==> src/rtl/cart_sav_engine.sv <==
// cart_sav_engine
//
// Backup engine that copies cartridge save RAM to and from the SD-card block
// interface in 512-byte blocks. It drives the otherwise unused port B of the
// cart RAM, which is 16 bits wide: the low byte comes from the low bank and the
// high byte from the high bank, and both banks share one word address.
//   Load : SD -> cart RAM (run after a save image is mounted)
//   Save : cart RAM -> SD (run on user request)
//
// Optional build macro:
//   CART_SAV_TIMEOUT_EN - bounds the wait for sd_ack in REQ to ACK_TIMEOUT
//                         cycles and raises the sticky sav_err flag when the
//                         bound expires. Without it, REQ waits indefinitely
//                         and sav_err is tied low.
//
// Ports:
//   clk_sys, reset             system clock; synchronous active-high reset
//   cart_mbc_type              cartridge header byte 0x147
//   cart_ram_size              cartridge header byte 0x149
//   sav_load, sav_save         single-cycle start pulses (load wins if both)
//   sav_supported              cartridge has battery-backed RAM
//   busy, done, sav_err        transfer in progress / completion pulse / timeout
//   sd_lba, sd_rd, sd_wr       block number and block read/write requests
//   sd_ack                     SD side owns the buffer while high
//   sd_buff_addr               16-bit word index inside the current block
//   sd_buff_dout, sd_buff_wr   load data from SD and its strobe
//   sd_buff_din                save data to SD (cart RAM read data)
//   ram_addr, ram_wren,
//   ram_din, ram_q             cart RAM port B; ram_q lags ram_addr by 1 clk
module cart_sav_engine #(
    parameter int LBA_W       = 8,
    parameter int ACK_TIMEOUT = 1048575
) (
    input  logic        clk_sys,
    input  logic        reset,
    input  logic [7:0]  cart_mbc_type,
    input  logic [7:0]  cart_ram_size,
    input  logic        sav_load,
    input  logic        sav_save,
    output logic        sav_supported,
    output logic        busy,
    output logic        done,
    output logic        sav_err,
    output logic [31:0] sd_lba,
    output logic        sd_rd,
    output logic        sd_wr,
    input  logic        sd_ack,
    input  logic [7:0]  sd_buff_addr,
    input  logic [15:0] sd_buff_dout,
    input  logic        sd_buff_wr,
    output logic [15:0] sd_buff_din,
    output logic [15:0] ram_addr,
    output logic        ram_wren,
    output logic [15:0] ram_din,
    input  logic [15:0] ram_q
);

    localparam logic [19:0] TIMEOUT_LIM = 20'(ACK_TIMEOUT);

    typedef enum logic [1:0] {
        S_IDLE,
        S_REQ,
        S_XFER,
        S_DONE
    } state_t;

    state_t             state_q;
    logic [LBA_W-1:0]   blk_q;
    logic               dir_save_q;
    logic               sd_rd_q;
    logic               sd_wr_q;
    logic               done_q;
    logic               busy_q;
    logic               ram_wren_q;
    logic [15:0]        ram_din_q;
    logic [15:0]        ram_addr_q;

    logic               is_batt;
    logic               is_mbc2;
    logic [LBA_W-1:0]   last_blk;
    logic               start_accept;
    logic               in_xfer;
    logic               timeout_hit;
    logic [15:0]        word_addr_d;

    // Port-B word address: block number in the upper bits, word index below.
    function automatic logic [15:0] word_addr(input logic [LBA_W-1:0] b,
                                              input logic [7:0]       a);
        return 16'({b, a});
    endfunction

    // Header decode
    always_comb begin
        is_batt = 1'b0;
        case (cart_mbc_type)
            8'h03, 8'h06, 8'h09, 8'h0D, 8'h10,
            8'h13, 8'h1B, 8'h1E, 8'h22, 8'hFF: is_batt = 1'b1;
            default:                           is_batt = 1'b0;
        endcase
        is_mbc2       = (cart_mbc_type == 8'h05) || (cart_mbc_type == 8'h06);
        sav_supported = is_batt && ((cart_ram_size != 8'h00) || is_mbc2);

        // MBC2 keeps 512 x 4-bit internally, which fits in a single block.
        if (is_mbc2) begin
            last_blk = '0;
        end else begin
            case (cart_ram_size)
                8'h01:   last_blk = LBA_W'(3);
                8'h02:   last_blk = LBA_W'(15);
                8'h03:   last_blk = LBA_W'(63);
                default: last_blk = LBA_W'(255);
            endcase
        end
    end

    assign start_accept = (state_q == S_IDLE) && sav_supported && (sav_load || sav_save);
    assign in_xfer      = (state_q == S_REQ) || (state_q == S_XFER);
    assign word_addr_d  = word_addr(blk_q, sd_buff_addr);

`ifdef CART_SAV_TIMEOUT_EN
    logic [19:0] cnt_q;
    logic        err_q;

    assign timeout_hit = (cnt_q == TIMEOUT_LIM);
    assign sav_err     = err_q;

    // Counter sits at zero outside REQ, so every entry into REQ starts fresh.
    always_ff @(posedge clk_sys) begin
        if (reset) begin
            cnt_q <= '0;
            err_q <= 1'b0;
        end else begin
            if (state_q == S_REQ) begin
                cnt_q <= cnt_q + 20'd1;
            end else begin
                cnt_q <= '0;
            end

            if (start_accept) begin
                err_q <= 1'b0;
            end else if ((state_q == S_REQ) && !sd_ack && timeout_hit) begin
                err_q <= 1'b1;
            end
        end
    end
`else
    logic unused_timeout_cfg;

    assign unused_timeout_cfg = ^TIMEOUT_LIM;
    assign timeout_hit        = 1'b0;
    assign sav_err            = 1'b0;
`endif

    // Control FSM and port-B datapath registers
    always_ff @(posedge clk_sys) begin
        if (reset) begin
            state_q    <= S_IDLE;
            blk_q      <= '0;
            dir_save_q <= 1'b0;
            sd_rd_q    <= 1'b0;
            sd_wr_q    <= 1'b0;
            done_q     <= 1'b0;
            busy_q     <= 1'b0;
            ram_wren_q <= 1'b0;
            ram_din_q  <= '0;
        end else begin
            done_q     <= 1'b0;
            ram_wren_q <= 1'b0;

            // Load: each SD buffer write becomes exactly one RAM write on the
            // following cycle. Save: track the live address so ram_addr holds
            // its last value once the transfer ends.
            if (in_xfer && !dir_save_q && sd_ack && sd_buff_wr) begin
                ram_wren_q <= 1'b1;
                ram_addr_q <= word_addr_d;
                ram_din_q  <= sd_buff_dout;
            end else if (in_xfer && dir_save_q) begin
                ram_addr_q <= word_addr_d;
            end

            case (state_q)
                S_IDLE: begin
                    if (start_accept) begin
                        dir_save_q <= !sav_load;
                        blk_q      <= '0;
                        busy_q     <= 1'b1;
                        state_q    <= S_REQ;
                    end
                end

                // Request strobe rises one cycle after entering REQ.
                S_REQ: begin
                    if (sd_ack) begin
                        sd_rd_q <= 1'b0;
                        sd_wr_q <= 1'b0;
                        state_q <= S_XFER;
                    end else if (timeout_hit) begin
                        sd_rd_q <= 1'b0;
                        sd_wr_q <= 1'b0;
                        busy_q  <= 1'b0;
                        state_q <= S_IDLE;
                    end else begin
                        sd_rd_q <= !dir_save_q;
                        sd_wr_q <= dir_save_q;
                    end
                end

                // Entry into XFER follows a cycle with sd_ack high, so a low
                // sd_ack here is the falling edge that closes the block.
                S_XFER: begin
                    if (!sd_ack) begin
                        if (blk_q >= last_blk) begin
                            done_q  <= 1'b1;
                            state_q <= S_DONE;
                        end else begin
                            blk_q   <= blk_q + 1'b1;
                            state_q <= S_REQ;
                        end
                    end
                end

                S_DONE: begin
                    busy_q  <= 1'b0;
                    state_q <= S_IDLE;
                end

                default: begin
                    busy_q  <= 1'b0;
                    state_q <= S_IDLE;
                end
            endcase
        end
    end

    assign busy        = busy_q;
    assign done        = done_q;
    assign sd_rd       = sd_rd_q;
    assign sd_wr       = sd_wr_q;
    assign sd_lba      = 32'(blk_q);
    assign ram_wren    = ram_wren_q;
    assign ram_din     = ram_din_q;
    assign sd_buff_din = ram_q;
    // During a save the RAM follows sd_buff_addr directly so ram_q lands one
    // clock after the SD side changes the word index.
    assign ram_addr    = (dir_save_q && in_xfer) ? word_addr_d : ram_addr_q;

endmodule

==> config.mk <==
export PLATFORM = sky130hd
export DESIGN_NAME = cart_sav_engine
export DESIGN_NICKNAME = d
export VERILOG_FILES = /design/src/rtl/cart_sav_engine.sv
export SDC_FILE = /design/constraint.sdc
export NUM_CORES = 1
export LEC_CHECK = 0
export ABC_AREA = 1
export BUFFER_PORTS_ARGS = -buffer_cell sky130_fd_sc_hd__buf_4
export CAP_MARGIN = 20
export CELL_PAD_IN_SITES_DETAIL_PLACEMENT = 0
export CELL_PAD_IN_SITES_GLOBAL_PLACEMENT = 2
export CORE_MARGIN = 8
export CORE_UTILIZATION = 24
export DETAILED_ROUTE_END_ITERATION = 10
export PLACE_DENSITY = 0.79
export SYNTH_ARGS = -nofsm -noshare
export SYNTH_HDL_FRONTEND = slang
export SYNTH_SLANG_ARGS = --single-unit
==> constraint.sdc <==
create_clock -name clk_sys -period 2.9 [get_ports clk_sys]
set_clock_uncertainty 0.15 [all_clocks]
set_input_delay 0.58 -clock clk_sys [delete_from_list [all_inputs] [get_ports clk_sys]]
set_output_delay 0.58 -clock clk_sys [all_outputs]
set_load 0.05 [all_outputs]
# After elaboration in Yosys (flattened, before gate mapping)
# Index checks and enable logic that the tools add are counted.
word_totals:
  register_bits: 48
  input_bits: 62
  output_inout_bits: 87
classes:
  addsub: 1
  magnitude_cmp: 1
  n_eq_ne: 21
  n_mux: 20
  n_bitwise: 1
  reduce_logical: 23
op_table:
  columns: ["op", "n"]
  rows:
  - ["equality test 8 x 5 -> 1 bit, second input constant", 4]
  - ["2-to-1 mux 16 bit", 2]
  - ["2-to-1 mux 8 bit", 4]
  - ["equality test 8 x 2 -> 1 bit, second input constant", 3]
  - ["one-hot mux 8 bit (3 select lines)", 1]
  - ["equality test 8 x 3 -> 1 bit, second input constant", 2]
  - ["equality test 8 x 4 -> 1 bit, second input constant", 2]
  - ["one-hot mux 8 bit (2 select lines)", 1]
  - ["OR reduction 10 bit", 1]
  - ["adder 8 x 1 -> 8 bit, second input constant", 1]
  - ["equality test 8 x 1 -> 1 bit, second input constant", 1]
  - ["equality test 8 x 6 -> 1 bit, second input constant", 1]
  - ["equality test 8 bit, second input constant", 1]
  - [">= comparator 8 bit", 1]
  - ["2-to-1 mux 2 bit", 4]
  - ["inequality test 2 bit, second input constant", 4]
  - ["one-hot mux 2 bit (4 select lines)", 1]
  - ["nonzero test 8 bit", 1]
  - ["logical AND 1 bit", 7]
  - ["2-to-1 mux 1 bit", 6]
  - ["equality test 2 bit, second input constant", 2]
  - ["logical OR 1 bit", 4]
  - ["AND reduction 2 bit", 2]
  - ["AND reduction 4 bit", 1]
  - ["8 further kinds", 10]

# Longest topological paths before layout
# Gate-level depths: netlist (run 1).
depth:
  word_depth: 8
  mapped_depth: 17
  mapped_depth_nobuf: 16

# Worst setup path before layout (run 1)
# Ideal clock, no wire load.
synth_timing:
  path_kind: "reg2out"
  from: "register state_q[1]"
  to: "output port ram_addr[11]"
  arrival_ps: 2167
  required_ps: 2170
  setup_slack_ps: 3
  path_stages_with_launch: 6
  cell_sequence: "dfxtp_1 -> inv_1 -> ha_1 -> nand2_1 -> clkbuf_1 -> o21ai_0"
synth_via:
  elab_chain_len: 4
  word_cells_on_any_way: 5
  classes_between: "eq/ne: 2; mux: 1; reduce/logical: 2"
synth_rtl:
  columns: ["item", "line", "rtl"]
  rows:
  - ["from (decl)", "67", "state_t state_q;"]
  - ["from (signal assigned)", "157", "state_q <= S_IDLE;"]
  - ["from (signal assigned)", "187", "state_q <= S_REQ;"]
  - ["from (signal assigned)", "196", "state_q <= S_XFER;"]
  - ["equality test 2 x 1 -> 1 bit / equality test 2 bit (equally long branches)", "117", "assign in_xfer = (state_q == S_REQ) || (state_q == S_XFER);"]
  - ["logical OR 1 bit *", "117", null]
  - ["logical AND 1 bit *", "245", "assign ram_addr = (dir_save_q && in_xfer) ? word_addr_d : ram_addr_q;"]
  - ["2-to-1 mux 16 bit *", "245", null]
  - ["to (decl)", "52", "output logic [15:0] ram_addr,"]
# Mark *: on every way between the ends. The rest lies on a longest branch, timed or not.

# Worst setup path after layout (run 1)
layout_timing:
  from: "register state_q[1]"
  to: "output port ram_addr[14]"
# Same word-level chain as after synthesis.

==> results of run 1 <==
## final cells by class
type / instances / area (µm²) / area share (%)
Multi-Input combinational cell: 313 / 1520 / 38.5
Clock buffer: 8 / 146 / 3.69
Inverter: 48 / 180 / 4.55
Timing Repair Buffer: 100 / 776 / 19.6
Tap cell: 172 / 215 / 5.43
Sequential cell: 48 / 1120 / 28.3
## power groups by stage
stage          combinational [mW]  sequential, mW  clock [mW]
4_1_cts                      1.87            1.01       0.615
6_report                     1.84            1.01       0.591
3_3_place_gp                 1.85            1.03           0
5_1_grt                      2.04            1.03       0.641
3_5_place_dp                 1.86            1.03           0
2_1_floorplan                1.13            1.33           0
## through the flow
step	utilization, %	hold WS [ns]	std cells	power (mW)	area (µm²)
6_report	31.3	0.313	689	3.44	3960
5_1_grt	31.3	0.326	689	3.71	3960
4_1_cts	31.3	0.318	689	3.49	3960
3_5_place_dp	30.1	0.306	681	2.88	3820
3_3_place_gp	30.1	0.305	681	2.88	3820
2_1_floorplan	-	0.314	464	2.47	3210
## sequential cells by signal, summed over array words and instances, names as in the netlist
name	count
ram_addr_q	16
ram_din	16
blk_q	8
state_q	2
busy	1
dir_save_q	1
done	1
ram_wren	1
sd_rd	1
sd_wr	1
## per-layer routing
| metal | global-route usage (%) | vias to the layer above | routed length (µm) |
|---|---|---|---|
| li1 | - | 1493 | - |
| met1 | 12.0 | 1236 | 3680 |
| met2 | 15.6 | 63 | 4000 |
| met3 | 3.06 | 9 | 494 |
| met4 | 3.21 | 0 | 127 |
| met5 | 0 | - | 0 |
## final timing paths
| kind | startpoint | to | slack [ns] |
|---|---|---|---|
| worst max-delay path | state_q[1]$_SDFFE_PP0P_ | ram_addr[14] | 0.22 |
| worst min-delay path | sd_rd$_SDFFE_PP0N_ | sd_rd$_SDFFE_PP0N_ | 0.31 |
| worst max register to register | blk_q[1]$_SDFFE_PP0P_ | blk_q[5]$_SDFFE_PP0P_ | 0.91 |
| worst min register to register | sd_rd$_SDFFE_PP0N_ | sd_rd$_SDFFE_PP0N_ | 0.31 |
## synthesized netlist by cell type, types with 2 or more instances
library cell | instances | area (µm²)
nor2_2 | 3 | 18.8
a21oi_1 | 11 | 55.1
ha_1 | 14 | 175
nand3_1 | 12 | 60.1
dfxtp_1 | 32 | 641
buf_4 | 42 | 315
edfxtp_1 | 16 | 480
nor3_1 | 2 | 10.0
nand2_1 | 91 | 342
nand2_2 | 3 | 18.8
o21ai_0 | 57 | 285
nor2_1 | 73 | 274
inv_2 | 3 | 11.3
nand3_4 | 3 | 52.6
inv_1 | 45 | 169
nand4_1 | 10 | 62.6
clkbuf_1 | 10 | 37.5
o21a_1 | 3 | 22.5
## cell families (layout without fill, tap and decap cells)
logic type,count (synthesis),after routing
other cells,1,25
buf+inv,103,156
flops,48,48
compound gates,72,72
fa+ha+maj,14,14
simple gates,202,202
## worst min-delay path, delay by kind of cell (launching register included)
family	cells	cell delay [ns]
DFF	1	0.31
and+or+nand+nor	1	0.06
AOI/OAI and AO/OA	1	0.05
==> qor.yml, run 1 <==
power_density_nw_per_um2: 868
status: "complete, no violations"
dp_slack_ns: -0.0585
hold_depth: 2
grt_max_degree: 42
port_buffers: 91
dr.pass1.iters: 6
drtAntennaViolNets: 0
r2r_cells: 9
die_h_um: 130
viasPerCell: 4.07
num-nets-final: 592
layout_common_cells: "98 x buf_4, 91 x nand2_1, 73 x nor2_1, 57 x o21ai_0, 45 x inv_1"
timing.slew.headroom_pct: 66.0
grt_pass1_vias: 2626
start_kind: "flip-flop"
grt_pass1_wl_um: 13000
dominantRegCellSynth: "dfxtp_1"
finalCriticalPeriod_ns: 2.68
antenna_found_initial: 0
place.gp.congestion: 0.781
drv_slew: 0
fill_cells: 1389
final_common_cell: "buf_4"
clk_latency_ns: 0.29
placeableCoreArea_um2: 12700
avgSynthCellArea_um2: 7.08
numCtsBuffers: 5
wire_per_inst_um: 12.1
hold_class: "flip-flop to flip-flop"
slowest_delay_ns: 0.39
synth_top_family_by_area: "simple AND/OR/NAND/NOR gates"
switching_share_pct: 48.4
crit_buf_inv: 3
num_antenna_cells: 0
ios: 149
syn-cell-area_um2: 3120
ys_warn_count: 0
gr-usage-all-layers_pct: 9.68
crit_required_ns: 2.17
min_period_over_period_pct: 92.3
drc: 0
post_cts_buffers: 0
area_growth_syn_to_layout_pct: 27.1
hold_buffers: 0
die-area_um2: 16900
power.switching_mw: 1.66
initial_core_util_pct: 24.6
ys_seq_area_share_pct: 36.0
postRouteWirelength_um: 8310
cts-root-buf: "clkbuf_16"
drt-initial-drc-count: 220
die_w_um: 130
tightest_slew_ns: 0.509
path_max_fanout: 32
finalSetupViolCount: 0
crit_arrival_ns: 1.95
setup_slack_ns: 0.222
clockPowerShare_pct: 17.2
drive_gt1_share_pct: 23.6
clock-sinks: 48
synth_edf_count: 16
synth-xor-area-share_pct: 0
synth-compound-area-share_pct: 11.9
p_comb_share_pct: 53.5
path_class: "flip-flop to output port"
synth_seq_cells: 48
hold_viol: 0
cp_top_family: "buffers and inverters"
synth-simple-area-share_pct: 28.3
finalSetupTns_ns: 0
crit_chain: "inv_1 -> ha_1 -> nand2_1 -> buf_12 -> o21ai_0 -> buf_4"
synth_fa_ha_area_share_pct: 5.62
path_depth: 6
fmax_ghz: 0.373
grt_setup_unrepaired: "false"
cts_resized: 0
yosys-mux-area-fraction_pct: 0
irDropWorstVdd_mv: 0.251
cp-end-kind: "output port"
p_leak_nw: 1.98
cpMaxStageDelayCell: "dfxtp_1"
clk_pin_slew_worst_paths_ns: 0.06
synth_cell_types: 28
post-dp-hpwl_um: 6470
tritoncts: "built"
cts.path.max_buffers: 2
p_int_mw: 1.77
htreeDepth: 2
core.rowCount: 41
synth_cells: 440
p_seq_share_pct: 29.3
async_reset_ff_share_pct: 0
drv_cap: 0
vias: 2801
overflow: 0
No activity file was read; power rests on OpenSTA's default activity.
==> inputs of run 2 (changes only) <==
ABC_AREA = 0   (was 1)
CORE_UTILIZATION = 26   (was 24)
PLACE_DENSITY = 0.78   (was 0.79)
==> qor.yml, run 2 <==
min_period_over_period_pct: 98.8
place.gp.congestion: 0.771
grt_pass1_vias: 2629
synth_top_area_cell: "dfxtp_1"
async_reset_ff_share_pct: 0
regArea_um2: 1120
placeableCoreArea_um2: 11400
reg2reg_to: "blk_q[2]$_SDFFE_PP0P_"
avgSynthCellArea_um2: 9.36
synth_area_leaders: "dfxtp_1 21%, edfxtp_1 16%, buf_4 10%, mux2_2 10%, ha_1 5.7%"
drc: 0
drt-initial-drc-count: 94
ios: 149
fill_cells: 1222
initial_core_util_pct: 26.7
worstHoldStart: "ram_din[2]$_SDFFE_PP0P_"
syn-cell-area_um2: 3050
drv_slew: 0
whs_endpoint: "ram_din[2]$_SDFFE_PP0P_"
grt_pass1_wl_um: 13900
hold_viol: 0
numCtsBuffers: 5
antenna_found_initial: 0
p_leak_nw: 1.76
fmax_ghz: 0.349
design_area_um2: 4140
drive_gt1_share_pct: 42.3
timing.slew.headroom_pct: 60.8
hold_class: "flip-flop to flip-flop"
irDropWorstVdd_mv: 0.255
path_max_fanout: 5
clock-sinks: 48
status: "complete, no violations"
cts.path.max_buffers: 2
die_h_um: 124
ys_warn_count: 0
finalSetupTns_ns: 0
dp_slack_ns: -0.346
crit_chain: "buf_6 -> nor4_4 -> and4b_2 -> inv_4 -> ha_4 -> nand2b_4 -> a2111o_1 -> nand3_4 -> o2111ai_4 -> buf_6 -> a22oi_2 -> o32ai_2"
tritoncts: "built"
cpMaxStageDelayCell: "a2111o_1"
crit_required_ns: 2.91
drv_cap: 0
tightest_slew_ns: 0.587
area_growth_syn_to_layout_pct: 35.7
die_w_um: 124
slowest_delay_ns: 0.44
hold_depth: 2
clk_pin_slew_worst_paths_ns: 0.07
crit_buf_inv: 3
viasPerCell: 4.63
reg2reg_from: "blk_q[0]$_SDFFE_PP0P_"
yosysTopAreaCellShare_pct: 21.0
grtUsageMet2_pct: 18.3
path_class: "input port to flip-flop"
rrSetupSlack_ns: 0.44
r2r_cells: 9
vias: 2613
finalCriticalPeriod_ns: 2.86
finalSetupViolCount: 0
final_cell_count_no_fill: 564
num_antenna_cells: 0
die-area_um2: 15500
dr.pass1.iters: 4
overflow: 0
gr-usage-all-layers_pct: 10.5
synth_edf_count: 16
cp_top_family: "compound AO/OA/AOI/OAI gates"
use_met1_pct: 12.8
port_buffers: 91
crit_arrival_ns: 2.88
yosysMostFrequentCell: "nand2_1"
post-dp-hpwl_um: 6460
cpMostUsedCell: "buf_6"
wire_per_inst_um: 15.3
grtUsageMet3_pct: 3.15
power_density_nw_per_um2: 520
grt_busiest_layer: "met2"
layout_common_cells: "113 x buf_4, 44 x nand2_1, 32 x dfxtp_1, 28 x mux2_2, 25 x conb_1"
dominantRegCellSynth: "dfxtp_1"
synth_seq_cells: 48
grt_setup_unrepaired: "true"
hold_buffers: 0
final_common_cell: "buf_4"
clk_latency_ns: 0.28
cp-end-kind: "flip-flop"
synth_cells: 326
place_area_um2: 3840
start_kind: "input port"
ys_seq_area_share_pct: 36.7
core.rowCount: 39
postRouteWirelength_um: 8640
grt_max_degree: 34
htreeDepth: 2
utilization_pct: 36.3
num-nets-final: 496
synth_cell_types: 53
drtAntennaViolNets: 0
dp_cells: 548
setup_slack_ns: 0.0362
cts-root-buf: "clkbuf_16"
synthTopCellsByCount: "45 x nand2_1, 42 x buf_4, 32 x dfxtp_1, 28 x mux2_2, 21 x a21oi_1"
multiInputGateArea_um2: 1740
-- run 2: cell count changes after synthesis, sizes merged, moves of 4 or more --
cell | before | now
o21ai | 57 | 11
nand4 | 10 | 6
o31ai | 0 | 4
inv | 48 | 12
mux2 | 0 | 28
a21oi | 12 | 21
nand2 | 95 | 45
nor2 | 76 | 13
a22oi | 0 | 4
nand2b | 0 | 5
nand3 | 16 | 8
mux2i | 0 | 4
o2111ai | 0 | 4
-- run 2: area by class of cell --
cell class / count / share of cell area (%)
clock buffers: 7 / 3.20
clock inverters: 1 / 0.725
inverters: 13 / 1.24
multi-input cells: 235 / 41.9
flip-flops and latches: 48 / 27.1
well taps: 143 / 4.32
repair buffers: 117 / 21.6
-- run 2: where the power goes --
part | internal [mW] | switching, mW
clock network | 0.408 | 0.239
logic | 0.250 | 0.468
registers | 0.761 | 0.0274
total | 1.42 | 0.735
-- run 2: cells by family after synthesis --
kind of cell    after synthesis  synth area share, %
compound gates               65                 15.5
flops                        48                 36.7
mux                          32                 11.6
simple gates                 94                 15.6
buf+inv                      68                 13.6
xor+xnor                      4                 1.15
fa+ha+maj                    14                 5.74
other cells                   1                0.123
-- run 2: worst register-to-register path, delay by kind of cell (launching register included) --
kind	cells	cell delay, ns
AOI/OAI and AO/OA	4	0.89
adders and majority gates	1	0.26
buffers and inverters	2	0.35
DFF	1	0.43
and+or+nand+nor	2	0.25
-- run 2: metal layers --
metal | vias up | routed length (µm)
met1 | 1241 | 3730
met4 | 0 | 12
met2 | 71 | 4500
met3 | 2 | 396
li1 | 1299 | -
met5 | - | 0
-- run 2: metrics by stage --
stage               total power [mW]  hold slack [ns]
floorplan                       1.38            0.335
global placement                1.50            0.293
detailed placement              1.51            0.302
CTS                             2.18            0.312
global route                    2.28            0.334
finish                          2.15            0.308
-- run 2: worst max-delay path by stage --
| stage | slack, ns | start | endpoint | cells past startpoint |
|---|---|---|---|---|
| 2_1_floorplan | -0.07 | cart_mbc_type[6] | blk_q[0]$_SDFFE_PP0P_ | 11 |
| 3_3_place_gp | -0.28 | cart_mbc_type[6] | blk_q[0]$_SDFFE_PP0P_ | 11 |
| 3_5_place_dp | -0.35 | cart_mbc_type[6] | blk_q[0]$_SDFFE_PP0P_ | 11 |
| 4_1_cts | 0.02 | cart_mbc_type[6] | blk_q[1]$_SDFFE_PP0P_ | 11 |
| 5_1_grt | -0.06 | cart_mbc_type[3] | blk_q[2]$_SDFFE_PP0P_ | 12 |
| 6_report | 0.04 | cart_mbc_type[3] | blk_q[2]$_SDFFE_PP0P_ | 12 |
-- run 2: repair_timing --
action	4_1_cts	5_1_grt
endpoints found under the setup margin	2	20
setup buffers	1	6
resized for setup	1	17
pin swaps	2	11
cloned	0	1
